==> src/rtl/id_ex_stage.sv <==
// ID/EX pipeline register for the pipelined RISC core.
// Holds one decoded instruction, stalls on load-use and forwards from EX/MEM and MEM/WB.
module id_ex_stage #(
    parameter int DW = 32,
    parameter int RW = 5
) (
    input  logic          clk,
    input  logic          rst_n,
    input  logic          id_valid,
    output logic          id_ready,
    input  logic [RW-1:0] id_rs_a,
    input  logic [RW-1:0] id_rs_b,
    input  logic [DW-1:0] id_rd_a,
    input  logic [DW-1:0] id_rd_b,
    input  logic [DW-1:0] id_imm,
    input  logic          id_use_imm,
    input  logic [3:0]    id_gselect,
    input  logic [RW-1:0] id_rd,
    input  logic          id_wr_en,
    input  logic          id_mem_rd,
    input  logic          flush,
    input  logic          ex_ready,
    input  logic          exm_wr_en,
    input  logic [RW-1:0] exm_rd,
    input  logic [DW-1:0] exm_result,
    input  logic          wb_wr_en,
    input  logic [RW-1:0] wb_rd,
    input  logic [DW-1:0] wb_data,
    output logic          ex_valid,
    output logic [DW-1:0] ex_A,
    output logic [DW-1:0] ex_B,
    output logic [3:0]    ex_gselect,
    output logic [RW-1:0] ex_rd,
    output logic          ex_wr_en,
    output logic          ex_mem_rd
);

    logic          valid_q, valid_d;
    logic [RW-1:0] rs_a_q, rs_a_d;
    logic [RW-1:0] rs_b_q, rs_b_d;
    logic [DW-1:0] opa_q, opa_d;
    logic [DW-1:0] opb_q, opb_d;
    logic [DW-1:0] imm_q, imm_d;
    logic          use_imm_q, use_imm_d;
    logic [3:0]    gsel_q, gsel_d;
    logic [RW-1:0] rd_q, rd_d;
    logic          wr_en_q, wr_en_d;
    logic          mem_rd_q, mem_rd_d;

    logic          adv;
    logic          haz;
    logic          ld_dst;
    logic [DW-1:0] cap_a;
    logic [DW-1:0] cap_b;
    logic [DW-1:0] fwd_a;
    logic [DW-1:0] fwd_b;

    // Advance/stall decision: a held load blocks a consumer for one cycle.
    always_comb begin
        adv    = ex_ready | ~valid_q;
        ld_dst = valid_q & mem_rd_q & wr_en_q & (rd_q != '0);
        haz    = id_valid & ld_dst
               & ((rd_q == id_rs_a)
               | (~id_use_imm & (rd_q == id_rs_b)));
        id_ready = adv & ~haz;
    end

    // Operand capture: r0 reads zero, a same-cycle write-back wins over the regfile.
    always_comb begin
        cap_a = id_rd_a;
        cap_b = id_rd_b;
        if (id_rs_a == '0) begin
            cap_a = '0;
        end else if (wb_wr_en && (wb_rd != '0) && (wb_rd == id_rs_a)) begin
            cap_a = wb_data;
        end
        if (id_rs_b == '0) begin
            cap_b = '0;
        end else if (wb_wr_en && (wb_rd != '0) && (wb_rd == id_rs_b)) begin
            cap_b = wb_data;
        end
    end

    // Next-state: flush beats bubble beats capture beats hold.
    always_comb begin
        valid_d   = valid_q;
        rs_a_d    = rs_a_q;
        rs_b_d    = rs_b_q;
        opa_d     = opa_q;
        opb_d     = opb_q;
        imm_d     = imm_q;
        use_imm_d = use_imm_q;
        gsel_d    = gsel_q;
        rd_d      = rd_q;
        wr_en_d   = wr_en_q;
        mem_rd_d  = mem_rd_q;
        if (flush) begin
            valid_d  = 1'b0;
            wr_en_d  = 1'b0;
            mem_rd_d = 1'b0;
        end else if (adv && haz) begin
            valid_d  = 1'b0;
            wr_en_d  = 1'b0;
            mem_rd_d = 1'b0;
            gsel_d   = '0;
        end else if (adv) begin
            valid_d   = id_valid;
            rs_a_d    = id_rs_a;
            rs_b_d    = id_rs_b;
            opa_d     = cap_a;
            opb_d     = cap_b;
            imm_d     = id_imm;
            use_imm_d = id_use_imm;
            gsel_d    = id_gselect;
            rd_d      = id_rd;
            wr_en_d   = id_wr_en & id_valid;
            mem_rd_d  = id_mem_rd & id_valid;
        end
    end

    // Stage register with asynchronous clear.
    always_ff @(posedge clk or negedge rst_n) begin
        if (!rst_n) begin
            valid_q   <= 1'b0;
            rs_a_q    <= '0;
            rs_b_q    <= '0;
            opa_q     <= '0;
            opb_q     <= '0;
            imm_q     <= '0;
            use_imm_q <= 1'b0;
            gsel_q    <= '0;
            rd_q      <= '0;
            wr_en_q   <= 1'b0;
            mem_rd_q  <= 1'b0;
        end else begin
            valid_q   <= valid_d;
            rs_a_q    <= rs_a_d;
            rs_b_q    <= rs_b_d;
            opa_q     <= opa_d;
            opb_q     <= opb_d;
            imm_q     <= imm_d;
            use_imm_q <= use_imm_d;
            gsel_q    <= gsel_d;
            rd_q      <= rd_d;
            wr_en_q   <= wr_en_d;
            mem_rd_q  <= mem_rd_d;
        end
    end

    // Forwarding: the younger EX/MEM result shadows MEM/WB; r0 never forwards.
    always_comb begin
        fwd_a = opa_q;
        fwd_b = opb_q;
        if (exm_wr_en && (exm_rd != '0) && (exm_rd == rs_a_q)) begin
            fwd_a = exm_result;
        end else if (wb_wr_en && (wb_rd != '0) && (wb_rd == rs_a_q)) begin
            fwd_a = wb_data;
        end
        if (exm_wr_en && (exm_rd != '0) && (exm_rd == rs_b_q)) begin
            fwd_b = exm_result;
        end else if (wb_wr_en && (wb_rd != '0) && (wb_rd == rs_b_q)) begin
            fwd_b = wb_data;
        end
    end

    // Output drive: the immediate bypasses forwarding entirely.
    always_comb begin
        ex_valid   = valid_q;
        ex_A       = fwd_a;
        ex_B       = use_imm_q ? imm_q : fwd_b;
        ex_gselect = gsel_q;
        ex_rd      = rd_q;
        ex_wr_en   = wr_en_q;
        ex_mem_rd  = mem_rd_q;
    end

endmodule

==> config.mk <==
export PLATFORM = sky130hd
export DESIGN_NAME = id_ex_stage
export DESIGN_NICKNAME = d
export VERILOG_FILES = /design/src/rtl/id_ex_stage.sv
export SDC_FILE = /design/constraint.sdc
export NUM_CORES = 1
export LEC_CHECK = 0
export ABC_AREA = 1
export BUFFER_PORTS_ARGS = -buffer_cell sky130_fd_sc_hd__buf_2
export CAP_MARGIN = 30
export CORE_MARGIN = 4
export CORE_UTILIZATION = 35
export DETAILED_ROUTE_END_ITERATION = 8
export SETUP_SLACK_MARGIN = 0.2
export SLEW_MARGIN = 40
export SYNTH_ARGS = -nofsm -noshare
export SYNTH_HDL_FRONTEND = slang
export SYNTH_SLANG_ARGS = --single-unit
==> constraint.sdc <==
create_clock -name clk -period 1.9 [get_ports clk]
set_input_delay 0.19 -clock clk [delete_from_list [all_inputs] [get_ports clk]]
set_output_delay 0.19 -clock clk [all_outputs]
set_load 0.01 [all_outputs]
; After elaboration in Yosys (flattened, before gate mapping)
; Cells that the tools add are included.
[totals]
ff_bits = 119
word_cells = 73
[classes]
eq_ne = 8
muxes = 20
bitwise = 16
n_reduce_logical = 18
[op_table]
columns = op, n
row1 = $mux 32, 9
row2 = $eq 5x5->1, 8
row3 = $reduce_bool 5->1, 3
row4 = $logic_not 5->1, 2
row5 = $and 1x1->1, 9
row6 = $logic_and 1x1->1, 9
row7 = $mux 1, 9
row8 = $mux 4, 2
row9 = $not 1->1, 5
row10 = $reduce_and 3->1, 1
row11 = $reduce_bool 3->1, 1
row12 = $or 1x1->1, 2
row13 = $reduce_and 2->1, 1
row14 = $reduce_bool 2->1, 1

; Depth between registers and ports, before layout
[depth]
ltp_word = 8
ltp_mapped = 12
mapped_depth_nobuf = 10

; Worst setup path after synthesis
; Ideal clock, no wire load.
[synth_path]
kind = reg-to-output
from = register rs_a_q[0]
to = output port ex_A[11]
arrival_ps = 1431
required_ps = 1710
path_slack_ps = 279
stages_incl_launch_ff = 9
n_path_buf = 1
path_cell_list = dfrtp_1 xnor2_1 nand2_1 nor3_1 nand2_1 inv_1 clkbuf_1 nand2_1 nand2_1
[synth_between]
elab_chain_len = 4
[synth_rtl]
columns = element, line_no
row1 = "start, declared", 39  ; logic [RW-1:0] rs_a_q, rs_a_d;
row2 = "start signal, assigned", 137  ; rs_a_q <= rs_a_d;
row3 = $eq 5x5->1, 156  ; end else if (wb_wr_en && (wb_rd != '0) && (wb_rd == rs_a_q)) begin
row4 = $logic_and 1x1->1, 156
row5 = $mux 32, 156
row6 = $mux 32 (*), 154  ; if (exm_wr_en && (exm_rd != '0) && (exm_rd == rs_a_q)) begin
row7 = "end, declared", 30  ; output logic [DW-1:0] ex_A,
; Every way passes the cells marked *; elsewhere a longest branch is shown, timed or not.

; Worst setup path after layout
[layout_path]
from = register rs_a_q[0]
to = output port ex_A[0]
; The elaborated chain is that of the path after synthesis.

==> run metrics <==
Clock Tree Buf Depth 2; Max Fanout on Critical Path 12; Fin Setup TNS -26240 ps; grt total ovfl 0; vias in the first global route about 10000; Clock Skew 6.887 ps; post-synthesis sequential area ratio about a third; Post-Syn Area ~8600 um2; Hold Vio Cnt, Final 0; syn avg cell area 6.010 um2; fmax roughly 420 MHz; Std-Cell Rows 57; Power Total around 10 mW; DR WL/cell around 19 um; synthesis warning total 0; crit path launch rs_a_q[0]; Total Wirelength roughly 40000 um; Hold WS between 60 and 70 ps; initial antenna violation count 3; VDD IR max between 0.0005 and 0.0006 V; antenna viol nets, final 0; clock root buffer clkbuf_16; slew of the pin with the lowest slew margin 672.3 ps; worst setup path category flop to output port; CTS clock-pin slew for the worst setup and hold paths 60 ps; Slowest cell on crit path dfrtp_1; DIE WIDTH 164.9 um; status finished, violations left; remaining routing DRC violations 0; worst r2r src ex_rd[4]; Layout fillers roughly 2200; Starting Density between 30% and 40%; max_slew headroom between 50% and 60%; vias per cell a little over 5; Setup-failing EPs final 64; die height 164.9 um; layout cells sized above 1 between 40% and 50%; fin nets ~2000; failing checks setup timing; worst stage delay on the critical path slightly above 400 ps; P&R area growth vs syn 67.70%; Worst R2R End opb_q[24]; vias post-DR ~11000; Pre-Repair DR Iteration Count 8; Tmin final approximately 2400 ps; placed insts around 2000; leakage power 8.167 nW; max-cap viol count 0; Clock Latency Late Sink 420 ps; PnR worst setup slack -461.2 ps; CP Capture Type output port; Hold Crit Class input port to flop; CTS buffer count 17; post-route cell area around 14000 um2; Worst Path Arrival approximately 2200 ps; core footprint between 20000 and 25000 um2; hpwl dp roughly 24000 um; first-pass GRT wire length approximately 54000 um; placed cell areas roughly 11000 um2; pins over their slew limit 0; CTS tree yes; Mapped Cells between 1000 and 1500; Final Cycle Share 124.3%; Non-Filler Instances roughly 2100; GRT Overall Usage around 25%; hold path depth 3; Cell Chain, Critical Path buf_6 > xnor2_4 > nand2_2 > nor3_4 > nand2_4 > buf_8 > nand2_1 > nand3_1 > nand2_2 > buf_6; I/O pins approximately 280; worst reg-to-reg path cell count 11; Netlist cell types 27; Syn Nets 1632; FF-to-FF setup slack roughly 80 ps; # port buffers between 200 and 300; H-tree depth 4; largest net degree at the start of global routing 66; Final GP Congestion ~0.86; CP startpoint kind flop; initial drt markers 853; CP Data Required Time 1710 ps; die area 27180 um2; RSZ-0062 raised after global routing yes; worst setup path endpoint ex_A[0]; Yosys reg bits roughly 120; clock sink total between 100 and 150; power per cell area about 700 nW/um2
logic make-up (layout without fill, tap and decap cells):
| kind of cell | Yosys count | count (layout) | synth area share (%) |
|---|---|---|---|
| AOI/OAI and AO/OA | 21 | 21 | 1.424 |
| and+or+nand+nor | 1023 | 1023 | 49.47 |
| DFF | 119 | 119 | 34.58 |
| buffers and inverters | 244 | 627 | 11.88 |
| other | 0 | 1 | 0 |
| xor gates and xnor gates | 26 | 26 | 2.644 |
critical path, delay by kind of cell, from the launching register on:
kind | cells | cell delay (ps)
flip-flops | 1 | 410
AND/OR/NAND/NOR | 6 | 750
XOR/XNOR | 1 | 130
buffers and inverters | 3 | 450
registers in the layout, summed over array words and instances (netlist names):
name and count:
imm_q 32, opa_q 32, opb_q 32, ex_rd 5, rs_a_q 5, rs_b_q 5
ex_gselect 4, ex_mem_rd 1, ex_valid 1, ex_wr_en 1, use_imm_q 1
stage by stage:
stage / utilization, % / worst slack (ps)
after global placement: 43.96 / 12.64
after floorplan: - / 278.8
after global routing: 59.55 / -549.4
after CTS: 49.86 / -455.8
final: 59.56 / -461.2
after detailed placement: 43.96 / -43.09
where the power goes:
| group | switching, mW | total [mW] | internal (mW) | leakage [nW] |
|---|---|---|---|---|
| clock | 1.31 | 3.40 | 2.09 | 0.288 |
| combinational | 2.07 | 3.66 | 1.59 | 6.42 |
| sequential | 0.244 | 3.09 | 2.84 | 1.46 |
cells in the mapped netlist (all sizes together):
cell type	instances	share of area [%]
xnor2	13	1.3
xor2	13	1.3
a21oi	3	0.35
nor3	4	0.36
o21bai	1	0.087
clkbuf	24	1.1
nand4	2	0.15
o21ai	17	0.99
buf	68	4.2
inv	152	6.6
nand3	299	17
nor2	22	1.0
dfrtp	119	35
nand2	696	30
routing by layer:
metal,GRT usage [%],routed length [um]
met1,33.58,16550
met2,42.17,19810
met3,4.991,3373
met4,6.994,1214
met5,0,13
worst min path at each step:
stage,start,end
2_1_floorplan,rst_n,ex_gselect[0]
3_3_place_gp,rst_n,ex_rd[1]
3_5_place_dp,rst_n,ex_rd[1]
4_1_cts,id_valid,ex_valid
5_1_grt,id_valid,ex_valid
6_report,id_valid,ex_valid
final cells by class:
cell class	count	area (um2)	area share (%)
multi-input cells	1070	6010	41.61
diodes	1	2.502	0.01733
clock inverters	13	155.1	1.074
well taps	324	405.4	2.807
clock buffers	19	442.9	3.067
inverters	152	570.5	3.950
repair buffers	443	3877	26.85
flip-flops and latches	119	2979	20.63
repair_timing:
item	CTS	global route
pin swaps	17	128
gates cloned	3	40
hold endpoints to repair	163	0
buffers inserted	14	16
resized for setup	48	354
endpoints found under the setup margin	116	178
hold buffers	45	0
cells in the final DEF, fill, tap and decap left out, types with 12 or more instances in the layout:
master	count
buf_12	28
dlygate4sd3_1	45
xor2_1	13
dfrtp_1	118
nand3_2	110
nand3_1	184
inv_1	140
nand2_2	93
buf_2	267
buf_6	21
buf_8	14
clkbuf_16	44
inv_2	12
nor2_1	13
nand2_1	550
buf_4	36
nand2_4	52
(Power assumes the default switching activity.)
